==> config.mk <==
export PLATFORM = sky130hd
export DESIGN_NAME = hms_timekeeper
export DESIGN_NICKNAME = d
export VERILOG_FILES = /design/src/rtl/hms_timekeeper.sv
export SDC_FILE = /design/constraint.sdc
export NUM_CORES = 1
export LEC_CHECK = 0
export CAP_MARGIN = 30
export CORE_MARGIN = 8
export CORE_UTILIZATION = 60
export DETAILED_ROUTE_END_ITERATION = 10
export GPL_ROUTABILITY_DRIVEN = 0
export PLACE_DENSITY = 0.8
export SETUP_SLACK_MARGIN = 0.5
export SLEW_MARGIN = 20
export SYNTH_ARGS = -nofsm -noshare
export SYNTH_HDL_FRONTEND = slang
export SYNTH_SLANG_ARGS = --single-unit
==> constraint.sdc <==
create_clock -name clk -period 6.4 [get_ports clk]
set_input_delay 1.92 -clock clk [delete_from_list [all_inputs] [get_ports clk]]
set_output_delay 1.92 -clock clk [all_outputs]
set_load 0.005 [all_outputs]
==> src/rtl/hms_timekeeper.sv <==
// Time-of-day counter (HH:MM:SS) with mode/set controller and a blink code
// for the field being edited.
module hms_timekeeper #(
    parameter int unsigned CLK_HZ     = 50000000,
    parameter int unsigned BLINK_HALF = 12500000
) (
    input  logic       clk,
    input  logic       rst_n,
    input  logic       btn_mode,
    input  logic       btn_inc,
    output logic [5:0] secs,
    output logic [5:0] mins,
    output logic [5:0] hours,
    output logic [1:0] enable,
    output logic       tick_1hz
);

    localparam int unsigned PW = (CLK_HZ > 1) ? $clog2(CLK_HZ) : 1;
    localparam int unsigned BW = (BLINK_HALF > 1) ? $clog2(BLINK_HALF) : 1;
    localparam logic [PW-1:0] PRE_TC = PW'(CLK_HZ - 1);
    localparam logic [BW-1:0] BLK_TC = BW'(BLINK_HALF - 1);

    typedef enum logic [1:0] {
        RUN      = 2'd0,
        SET_SEC  = 2'd1,
        SET_MIN  = 2'd2,
        SET_HOUR = 2'd3
    } state_t;

    state_t        state;
    state_t        state_nxt;
    logic [PW-1:0] presc;
    logic [BW-1:0] blink_cnt;
    logic [BW-1:0] blink_nxt;
    logic          phase;
    logic          phase_nxt;
    logic [1:0]    enable_nxt;
    logic          mode_prev;
    logic          inc_prev;
    logic          mode_edge;
    logic          inc_edge;
    logic          tc;

    assign mode_edge = btn_mode & ~mode_prev;
    assign inc_edge  = btn_inc & ~inc_prev;
    assign tc        = (state == RUN) && (presc == PRE_TC);
    assign tick_1hz  = tc;

    // Button history; held high through reset so a held button gives no edge
    always_ff @(posedge clk) begin
        if (!rst_n) begin
            mode_prev <= 1'b1;
            inc_prev  <= 1'b1;
        end else begin
            mode_prev <= btn_mode;
            inc_prev  <= btn_inc;
        end
    end

    // State, blink and field-blank code registers
    always_ff @(posedge clk) begin
        if (!rst_n) begin
            state     <= RUN;
            blink_cnt <= '0;
            phase     <= 1'b0;
            enable    <= 2'b00;
        end else begin
            state     <= state_nxt;
            blink_cnt <= blink_nxt;
            phase     <= phase_nxt;
            enable    <= enable_nxt;
        end
    end

    // Next-state, blink sequencing and blank code; mode beats increment
    always_comb begin
        state_nxt  = state;
        blink_nxt  = blink_cnt;
        phase_nxt  = phase;
        enable_nxt = 2'b00;
        if (mode_edge) begin
            unique case (state)
                RUN:      state_nxt = SET_SEC;
                SET_SEC:  state_nxt = SET_MIN;
                SET_MIN:  state_nxt = SET_HOUR;
                SET_HOUR: state_nxt = RUN;
                default:  state_nxt = RUN;
            endcase
        end
        if (mode_edge || state == RUN || inc_edge) begin
            blink_nxt = '0;
            phase_nxt = 1'b0;
        end else if (blink_cnt == BLK_TC) begin
            blink_nxt = '0;
            phase_nxt = ~phase;
        end else begin
            blink_nxt = blink_cnt + BW'(1);
        end
        if (phase_nxt) begin
            enable_nxt = 2'(state_nxt);
        end
    end

    // Prescaler: free-running in RUN, parked at zero while setting
    always_ff @(posedge clk) begin
        if (!rst_n) begin
            presc <= '0;
        end else if (state == RUN) begin
            presc <= tc ? '0 : presc + PW'(1);
        end else begin
            presc <= '0;
        end
    end

    // Time of day: carry chain on the 1 Hz tick, per-field wrap when setting
    always_ff @(posedge clk) begin
        if (!rst_n) begin
            secs  <= 6'd0;
            mins  <= 6'd0;
            hours <= 6'd0;
        end else if (state == RUN) begin
            if (tc) begin
                if (secs == 6'd59) begin
                    secs <= 6'd0;
                    if (mins == 6'd59) begin
                        mins  <= 6'd0;
                        hours <= (hours == 6'd23) ? 6'd0 : hours + 6'd1;
                    end else begin
                        mins <= mins + 6'd1;
                    end
                end else begin
                    secs <= secs + 6'd1;
                end
            end
        end else if (inc_edge && !mode_edge) begin
            unique case (state)
                SET_SEC:  secs  <= (secs == 6'd59)  ? 6'd0 : secs + 6'd1;
                SET_MIN:  mins  <= (mins == 6'd59)  ? 6'd0 : mins + 6'd1;
                SET_HOUR: hours <= (hours == 6'd23) ? 6'd0 : hours + 6'd1;
                default:  ;
            endcase
        end
    end

endmodule

==> qor_table.md <==
| Group | Result | Reported |
|---|---|---|
| synth | Register bit count reported by yosys | 75 |
| synth | Adder and majority cell fraction of the synthesized area | 3.19% |
| synth | Share of the synthesized area in the top cell type | 42.5% |
| timing | Total negative slack | 0 ps |
| synth | Average cell area after synthesis | 8.74 sq um |
| drt | Via total after detailed routing | 2,883 |
| power | Cell internal pwr | 745 uW |
| timing | F_max | 0.229 GHz |
| global route | Maximum number of pins on one net before global-route repair | 27 |
| global route | Global-route wire length before repair | 11.9 mm |
| power | Psw | 190 uW |
| critical path | Type of the setup path with the least slack | flip-flop to output pin |
| critical path | CP Launch Type | flip-flop |
| critical path | Required time of the critical path | 4480 ps |
| timing | Worst Clk Skew | 11.9 ps |
| place | DPL Wire Length | 4.74 mm |
| timing | Final Critical Period | 4360 ps |
| synth | Distinct cell type count of the synthesized netlist | 56 |
| cells and area | Fillers | 461 |
| synth | Most area-hungry cell type in the Yosys netlist | dfxtp_1 |
| global route | GRT Resource Usage Total | 16.8% |
| drt | Post-detailed-route wirelength per cell | 13.6 microns |
| synth | Mapped cell area | 3530 sq um |
| power | Clock network fraction of total power | 47.2% |
| timing | Count of endpoints failing hold in the final timing report | 0 |
| die | Ports | 25 |
| global route | Remaining global-route overflow | 0 |
| place | Quantity of I/O buffers inserted on ports | 24 |
| global route | Number of global-route vias before repair | 2,649 |
| power | Largest voltage drop on the vdd net | 121 uV |
| clock network | Clock root buffer | clkbuf_8 |
| clock network | Clock-pin slew on the worst setup and hold paths | 80 ps |
| synth | Post-synth ARST share | 0% |
| critical path | Critical path arrival | 2440 ps |
| synth | Post-synthesis cell count | 404 |
| power | Part of the power in registers | 50.4% |
| clock network | Num CTS Buffers | 9 |
| drt | Wire length after detailed routing | 6.92 mm |
| cells and area | Antenna diodes | 0 |
| cells and area | Area grow syn2layout | 14.5% |
| timing | Setup repair after global routing missed its margin | no |
| clock network | Number of H-tree levels | 3 |
| cells and area | Post-route non-filler standard cell count | 508 |
| job | Max-cap violations | 0 |
| die | Initial core utilization | 60.7% |
| die | Die Span X | 92.7 microns |
| timing | Max Slew Vio Count | 0 |
| cells and area | Commonest non-fill, non-tap cell in the layout | dfxtp_1 |
| clock network | Count of instances resized after the clock tree is built | 0 |
| drt | DRC violation total after the first TritonRoute iteration | 145 |
| timing | Final clock period utilization by the worst path | 68.2% |
| synth | Number of warnings reported in the yosys synthesis log | 0 |
| timing | Endpoints failing setup | 0 |
| clock network | Post-CTS Hold Fix Bufs | 0 |
| power | Power per cell area | 231 nW/um^2 |
| clock network | Number of setup buffers added after CTS | 0 |
| synth | Synthesized-area fraction occupied by and/or/nand/nor cells | 30.8% |
| synth | Parity-gate share of the synthesized area counting xor and xnor cells | 11.4% |
| drt | Count of TritonRoute iterations in the first routing pass | 4 |
| clock network | Buffer levels on the longest clock path | 2 |
| place | Number of placed cells counting well taps | 490 |
| cells and area | Most frequent cells in the layout | dfxtp_1 (75), nor2_1 (74), nand2_1 (34) |
| power | Logic gate share of total power | 2.4% |
| synth | Sequential element share of the synthesized area | 42.5% |
| drt | Remaining antenna violation count after routing | 0 |
| clock network | Clock latency on the worst-skew pair | 350 ps |
| cells and area | Layout cells sized above 1 | 7.85% |
| die | Row count | 28 |
| die | Standard cell core area | 5820 sq um |
| timing | Worst slew margin relative to its limit | 46.8% |
| status | Result of the run | completed |
| drt | Vias per std cell | 5.68 |
| timing | Worst-margin pin slew | 786 ps |
| synth | Main combinational cell family by area after synthesis | simple AND/OR/NAND/NOR gates |
| critical path | Crit end category | output pin |
| synth | Post-Synthesis Net Count | 417 |
| power | Pleak | 0.00140 uW |
| synth | Fraction of the mapped netlist area in compound gates | 6.63% |
| synth | Most used flip-flop cell after synthesis | dfxtp_1 |
| synth | Multiplexer share of the synthesized area | 1.70% |
| clock network | CTS sink count | 75 |
| min path | Path type of the worst min-delay path | flip-flop to flip-flop |
| global route | Number of antenna violations at the first check in global routing | 0 |
| power | Switching portion of total power | 20.3% |
| drt | DRC violations left | 0 |
| die | Die extent in y | 92.7 microns |
| die | Die area | 8600 sq um |
| cells and area | Net count reported at finish | 441 |
| synth | Number of enable flip-flop cells after synthesis | 0 |
| synth | Ranking of synthesized cells by area | dfxtp_1 (43%), nor2_1 (7.9%), xor2_1 (7.4%), xnor2_1 (4.0%), nand2_1 (3.6%) |
| critical path | CP Max Fanout | 7 |
| clock network | Clock tree from TritonCTS | done |
## routing by layer
metal	GRT usage (%)	wire length, microns	up-vias
met4	9.40	162	0
met3	3.80	302	13
met1	20.4	3250	1379
met5	0	0	-
li1	-	-	1443
met2	27.1	3200	48
## power groups by stage
stage               Combinational, uW  Sequential, uW  Clock (uW)
floorplan                        17.8             482           0
global placement                 20.3             482           0
detailed placement               20.7             483           0
CTS                              21.0             472         444
global route                     24.7             472         467
finish                           22.1             472         441
## cell families (layout without fill, tap and decap cells)
| family | count (synthesis) | in the layout |
|---|---|---|
| AND/OR/NAND/NOR | 208 | 208 |
| multiplexers | 6 | 6 |
| XOR/XNOR | 46 | 46 |
| AO/OA/AOI/OAI | 34 | 34 |
| flip-flops | 75 | 75 |
| adder cells (fa/ha/maj) | 9 | 9 |
| buffers and inverters | 26 | 55 |
## per-stage QoR
stage               util [%]  hold slack, ps  area, sq um  setup slack [ps]  power [uW]
floorplan                  -             418         3530              2990         500
global placement        65.1             429         3780              2210         503
detailed placement      65.1             449         3780              2180         503
CTS                     69.2             459         4030              2010         936
global route            69.5             475         4040              1920         964
finish                  69.5             458         4040              2040         935
## cell type report
class                      instances  area (sq um)  share of cell area [%]
sequential                        75          1500                    37.1
tap                               75          93.8                    2.32
clock inverter                     5           100                    2.48
inverter                          12          45.0                    1.11
multi-input combinational        303          1900                    46.9
clock buffer                      11           141                    3.50
timing repair buffer              27           264                    6.53
## sequential cells by signal, summed over array words and instances (netlist names)
| signal | flops |
|---|---|
| presc | 26 |
| blink_cnt | 24 |
| hours | 6 |
| mins | 6 |
| secs | 6 |
| enable | 2 |
| state | 2 |
| inc_prev | 1 |
| mode_prev | 1 |
| phase | 1 |
## worst max-delay path, stage by stage, from the launching register on
cell and delay, ps:
dfxtp_1 350, or4b_4 560, nor4_4 460, and2_2 230, clkdlybuf4s50_1 500
## final timing paths
check | startpoint | endpoint | slack [ps] | depth (start not counted)
setup / recovery | presc[9] | tick_1hz | 2040 | 4
hold / removal | presc[0] | presc[0] | 460 | 1
hold reg to reg | presc[0] | presc[0] | 460 | 1
setup reg to reg | presc[9] | hours[5] | 3960 | 5
## synthesized netlist by cell type (2+ instances only)
library cell / count
inv_1: 12
xor2_1: 30
nor2_1: 74
o31ai_1: 3
nor3_1: 9
nor4b_1: 3
xnor2_1: 16
dfxtp_1: 75
mux2i_1: 6
or3_2: 2
nand2b_1: 4
or3_1: 4
and4_2: 2
or4b_1: 2
o311ai_0: 2
nand3_1: 25
nand4_1: 17
nand2_1: 34
o21ai_0: 8
or4_1: 3
buf_2: 2
a21oi_1: 9
clkbuf_1: 8
o41ai_1: 3
nor2b_1: 2
and2_1: 4
and3_1: 7
and4_1: 2
ha_1: 9
(Power assumes the default switching activity.)
